[src/rtl/usrt_apb_ctrl.sv]
// APB register front-end for the USRT link: register map, TX/RX holding bytes,
// uClk tick divider, serializer/deserializer sequencing and the interrupt.
module usrt_apb_ctrl #(
    parameter logic [7:0] BAUD_DEFAULT = 8'd79,
    parameter int         FRAME_BITS   = 11
) (
    input  logic        pClk,
    input  logic        pReset,
    input  logic        pSelect,
    input  logic        pEnable,
    input  logic        pWrite,
    input  logic [1:0]  pAddress,
    input  logic [7:0]  pWData,
    output logic [7:0]  pRData,
    output logic        pReady,
    output logic        pSlvErr,
    output logic        uClk,
    output logic [10:0] tx_frame,
    output logic        tx_load,
    output logic        tx_en,
    output logic        rx_en,
    input  logic [10:0] rx_frame,
    input  logic        rx_done,
    output logic        irq
);

    localparam logic [1:0] ADDR_DATA   = 2'd0;
    localparam logic [1:0] ADDR_STATUS = 2'd1;
    localparam logic [1:0] ADDR_CTRL   = 2'd2;
    localparam logic [1:0] ADDR_BAUD   = 2'd3;
    localparam logic [3:0] TICKS       = 4'(FRAME_BITS);

    typedef enum logic [1:0] {IDLE, LOAD, SEND} txState_t;

    txState_t    state;
    logic [7:0]  baud;
    logic [7:0]  divCnt;
    logic        txEnable;
    logic        rxEnable;
    logic        irqEn;
    logic [7:0]  txHold;
    logic        holdFull;
    logic [7:0]  rxHold;
    logic        rxValid;
    logic        overrun;
    logic        parErr;
    logic        frameErr;
    logic        txLoad;
    logic        txEn;
    logic [10:0] txFrame;
    logic [3:0]  tickCnt;
    logic        irqReg;

    logic        access;
    logic        wrAcc;
    logic        rdAcc;
    logic        holdWr;
    logic        popNow;
    logic        baudWr;
    logic        txBusy;
    logic        rxAccept;
    logic        rxShapeOk;
    logic        rxParOk;
    logic [7:0]  status;

    assign access    = pSelect & pEnable;
    assign wrAcc     = access & pWrite;
    assign rdAcc     = access & ~pWrite;
    assign holdWr    = wrAcc && (pAddress == ADDR_DATA) && !holdFull;
    assign popNow    = rdAcc && (pAddress == ADDR_DATA) && rxValid;
    assign baudWr    = wrAcc && (pAddress == ADDR_BAUD);
    assign txBusy    = (state != IDLE);
    assign rxAccept  = rx_done & rxEnable;
    assign rxShapeOk = rx_frame[0] & ~rx_frame[10];
    assign rxParOk   = (rx_frame[9] == ^rx_frame[8:1]);
    assign status    = {2'b00, frameErr, parErr, overrun, rxValid, holdFull, txBusy};

    assign pReady   = access;
    assign uClk     = (divCnt == baud);
    assign tx_frame = txFrame;
    assign tx_load  = txLoad;
    assign tx_en    = txEn;
    assign rx_en    = rxEnable;
    assign irq      = irqReg;

    // Read data is driven only during a read access so the bus sees 0 otherwise.
    always_comb begin
        pRData  = 8'h00;
        pSlvErr = 1'b0;
        if (rdAcc) begin
            case (pAddress)
                ADDR_DATA: begin
                    pRData  = rxValid ? rxHold : 8'h00;
                    pSlvErr = ~rxValid;
                end
                ADDR_STATUS: pRData = status;
                ADDR_CTRL:   pRData = {5'b00000, irqEn, rxEnable, txEnable};
                default:     pRData = baud;
            endcase
        end else if (wrAcc && (pAddress == ADDR_DATA)) begin
            pSlvErr = holdFull;
        end
    end

    always_ff @(posedge pClk or negedge pReset) begin
        if (!pReset) begin
            divCnt <= 8'h00;
        end else if (baudWr || uClk) begin
            divCnt <= 8'h00;
        end else begin
            divCnt <= divCnt + 8'h01;
        end
    end

    always_ff @(posedge pClk or negedge pReset) begin
        if (!pReset) begin
            baud     <= BAUD_DEFAULT;
            txEnable <= 1'b0;
            rxEnable <= 1'b0;
            irqEn    <= 1'b0;
            txHold   <= 8'h00;
            rxHold   <= 8'h00;
            rxValid  <= 1'b0;
            overrun  <= 1'b0;
            parErr   <= 1'b0;
            frameErr <= 1'b0;
            irqReg   <= 1'b0;
        end else begin
            if (holdWr)
                txHold <= pWData;
            if (wrAcc && (pAddress == ADDR_CTRL))
                {irqEn, rxEnable, txEnable} <= pWData[2:0];
            if (baudWr)
                baud <= (pWData == 8'h00) ? 8'h01 : pWData;
            if (wrAcc && (pAddress == ADDR_STATUS)) begin
                if (pWData[5]) frameErr <= 1'b0;
                if (pWData[4]) parErr   <= 1'b0;
                if (pWData[3]) overrun  <= 1'b0;
            end
            if (popNow)
                rxValid <= 1'b0;
            // Receive events come last so a set wins over a same-cycle clear.
            if (rxAccept) begin
                if (!rxShapeOk) begin
                    frameErr <= 1'b1;
                end else if (!rxParOk) begin
                    parErr <= 1'b1;
                end else if (!rxValid || popNow) begin
                    rxHold  <= rx_frame[8:1];
                    rxValid <= 1'b1;
                end else begin
                    overrun <= 1'b1;
                end
            end
            irqReg <= irqEn & (rxValid | (txEnable & ~holdFull) | overrun | parErr | frameErr);
        end
    end

    // TX sequencer; hold_full stays set through LOAD so a write there is refused.
    always_ff @(posedge pClk or negedge pReset) begin
        if (!pReset) begin
            state    <= IDLE;
            holdFull <= 1'b0;
            txLoad   <= 1'b0;
            txEn     <= 1'b0;
            txFrame  <= 11'h000;
            tickCnt  <= 4'h0;
        end else begin
            txLoad <= 1'b0;
            if (holdWr)
                holdFull <= 1'b1;
            case (state)
                IDLE: begin
                    if (holdFull && txEnable && uClk) begin
                        state   <= LOAD;
                        txLoad  <= 1'b1;
                        txFrame <= {1'b0, ^txHold, txHold, 1'b1};
                    end
                end
                LOAD: begin
                    holdFull <= 1'b0;
                    txEn     <= 1'b1;
                    tickCnt  <= 4'h0;
                    state    <= SEND;
                end
                SEND: begin
                    // Leaves one cycle after the last tick so the serializer sees tx_en on it.
                    if (!txEnable || (tickCnt == TICKS)) begin
                        txEn  <= 1'b0;
                        state <= IDLE;
                    end else if (uClk) begin
                        tickCnt <= tickCnt + 4'h1;
                    end
                end
                default: state <= IDLE;
            endcase
        end
    end

endmodule
[config.mk]
export PLATFORM = sky130hd
export DESIGN_NAME = usrt_apb_ctrl
export DESIGN_NICKNAME = d
export VERILOG_FILES = /design/src/rtl/usrt_apb_ctrl.sv
export SDC_FILE = /design/constraint.sdc
export NUM_CORES = 1
export LEC_CHECK = 0
export ABC_AREA = 1
export BUFFER_PORTS_ARGS = -buffer_cell sky130_fd_sc_hd__buf_2
export CORE_ASPECT_RATIO = 1.25
export CORE_MARGIN = 2
export CORE_UTILIZATION = 38
export CTS_BUF_LIST = sky130_fd_sc_hd__clkbuf_8
export DETAILED_ROUTE_END_ITERATION = 16
export GPL_TIMING_DRIVEN = 0
export MAX_ROUTING_LAYER = met4
export PLACE_DENSITY = 0.57
export SYNTH_ARGS = -nofsm -noshare
export SYNTH_HDL_FRONTEND = slang
export SYNTH_SLANG_ARGS = --single-unit
[constraint.sdc]
create_clock -name pClk -period 2.7 [get_ports pClk]
set_input_delay 0.27 -clock pClk [delete_from_list [all_inputs] [get_ports pClk]]
set_output_delay 0.27 -clock pClk [all_outputs]
set_load 0.005 [all_outputs]
==> results.md <==
* Largest net degree at the start of global routing at 60
* Required time of the critical path at 2430 ps
* # nets final at between 400 and 500
* Hpwl dp at ~5200 microns
* Crit Path Class: flip-flop to primary output
* Placed cells at between 500 and 600
* Worst Slack Setup Final at 751.5 ps
* Internal power at about 2.0 mW
* FFs w/ async S/R, synth at 1.000
* Worst hold path class: input pin to asynchronous set/reset pin
* Initial antenna violation count at 0
* Post-synth EDFFs at 0
* Comb pwr share at 0.281
* Largest fanout on the critical path at 3
* Register bit count reported by yosys at 59
* Slew headroom at 0.5001
* Leak at ~2.0 nW
* Max Fclk at 0.5132 GHz
* Syn. warnings at 0
* Minimum clock period at slightly below 2000 ps
* Synth Flop Type: dfrtp_1
* Clock buffer depth at 2
* Sequential-to-total area share from yosys stat at 0.4839
* Least-Margin Pin Slew at ~750 ps
* Endpoints failing setup at 0
* Crit path DAT at between 1500 and 2000 ps
* DP Area at 3438 sq um
* Vias per cell at around 4.8
* Hold slack at approximately 4.6 ps
* Num ports at 53
* Max-slew violation count at 0
* Design Area, Final at around 3700 sq um
* Number of global-route vias before repair at 2505
* Hold-fix buffers, CTS at 0
* Status: completed
* Mapped Cells at about 380
* Core area at between 7000 and 8000 sq um
* Post-synth cell types at 41
* H-tree level count at 3
* Number of CTS-inserted buffers at 9
* Count leader, synth: nand2_1
* P&R area growth vs syn at 19.27%
* Total track usage at 0.1756
* Root Buffer: clkbuf_8
* Dpl ws at roughly 980 ps
* Clock transition at path regs at 70 ps
* Most frequent cells after synthesis: 139 x nand2_1, 54 x dfrtp_1, 43 x inv_1
* Synth area leader: dfrtp_1
* Tot Pwr at just over 3 mW
* Die Area at roughly 8800 sq um
* Final std cells w/o fill at around 540
* Setup TNS Final at 0 ps
* DRC viols at 0
* Max Cap Violations at 0
* Final core occ at 0.4690
* Hold Fails Final Rpt at 0
* Gr ovfl total at 0
* Switching Share at 0.3437
* DRT Wirelength at about 7000 microns
* Final setup skew at roughly 12 ps
* Psw at about 1.0 mW
* WL/cell at between 10 and 15 microns
* Port Buffers at 51
* Tcrit/Tclk final at 0.7217
* CTS tree: done
* Sequential power share at 0.438
* Synth top area share at 0.4410
* Pwr per Cell Area at approximately 830 nW/um^2
* Initial DRC Count at around 90
* Clk sinks at 59
* RSZ-0062 raised after global routing: false
* Routed Antenna Nets at 0
* Initial Utilization at 0.3932
* Die W at between 80 and 90 microns
* Syn Nets at approximately 420
* Global-route wire length before repair at roughly 12000 microns
* Cts repair resizes at 0
* N_diodes at 0
* Post-CTS Setup Bufs at 0
* Final Wtd Congestion at roughly 0.86
* Via count at 2585
* Layout cells sized above 1 at 0.2094
* Die Y at between 100 and 150 microns
* Largest cells by area after synthesis: dfrtp_1 44%, nand2_1 17%, inv_1 5.3%
* Syn Area/Cell at between 8 and 9 sq um
* Std-Cell Rows at 36
* Worst Setup End Kind: primary output
* 1st-pass router iterations at 4
* Synthesized area at 3064 sq um
* Clk Latency, worst-skew pair at between 300 and 400 ps
* Power share of the clock group at 0.281
* Max IR drop VDD at about 0.34 mV
* Critical path launch point type: flip-flop
-- power groups by stage --
stage / clock network [mW] / registers [mW] / logic [mW]
after floorplan: 0 / 1.28 / 0.658
after global placement: 0 / 1.33 / 0.834
after detailed placement: 0 / 1.34 / 0.855
after CTS: 0.872 / 1.32 / 0.861
after global routing: 0.914 / 1.36 / 0.982
final: 0.849 / 1.32 / 0.847
-- worst max-delay path: stages, from the launching register on --
cell and delay [ps]:
dfstp_2 570, xnor2_1 120, nand2_1 70, nor2_1 230
nand2_1 170, inv_1 70, buf_2 100
-- flip-flops by register name, summed over array words and instances, names as in the netlist --
register / count
rx_en: 1
tx_en: 1
frameErr: 1
state: 2
irq: 1
overrun: 1
rxHold: 8
divCnt: 8
tx_load: 1
baud: 8
irqEn: 1
tx_frame: 10
tickCnt: 4
rxValid: 1
parErr: 1
txHold: 8
txEnable: 1
holdFull: 1
-- cell type report --
type	instances	area [sq um]
Buffer	6	40.04
Clock buffer	12	165.2
Clock inverter	4	48.80
Fill cell	812	4138
Inverter	48	180.2
Multi-Input combinational cell	269	1361
Sequential cell	59	1483
Tap cell	95	118.9
Timing Repair Buffer	51	257.7
-- metal layers --
metal  track usage  share of wire  vias up
li1              -              -     1345
met1        0.2153           0.46     1169
met2        0.2744           0.48       59
met3       0.03333          0.036       12
met4       0.09101          0.025        0
met5             -              0        -
-- cells in the final DEF, fill, tap and decap left out, types with 4 or more instances in the layout --
| cell type | instances |
|---|---|
| nand2_1 | 139 |
| dfrtp_1 | 54 |
| buf_2 | 52 |
| inv_1 | 44 |
| o21ai_0 | 26 |
| nor2_1 | 15 |
| nand4_1 | 12 |
| clkbuf_8 | 12 |
| xnor2_1 | 11 |
| nand3_1 | 11 |
| ha_1 | 6 |
| xor2_1 | 5 |
| a21oi_1 | 5 |
| dfstp_2 | 5 |
| inv_2 | 4 |
| nor3_1 | 4 |
| o21ai_1 | 4 |
-- logic make-up after synthesis --
family	Yosys count	synth area share
XOR/XNOR	16	0.04573
AO/OA/AOI/OAI	47	0.08657
flip-flops	59	0.4839
adder cells (fa/ha/maj)	6	0.02450
buffers and inverters	54	0.07186
other	1	0.001224
AND/OR/NAND/NOR	199	0.2862
-- path summary, 6_finish.rpt --
path | from | to | slack (ps) | depth (start not counted)
min in group pClk | pWData[6] | baud[6] | 200 | 3
worst min-delay path | pReset | tx_frame[0] | 5 | 1
worst min register to register | tx_frame[0] | tx_frame[0] | 470 | 1
worst max register to register | baud[1] | tickCnt[1] | 1020 | 8
worst max-delay path | baud[1] | uClk | 750 | 6
max in group asynchronous | pReset | rxHold[2] | 2200 | 1
(Power assumes the default switching activity.)
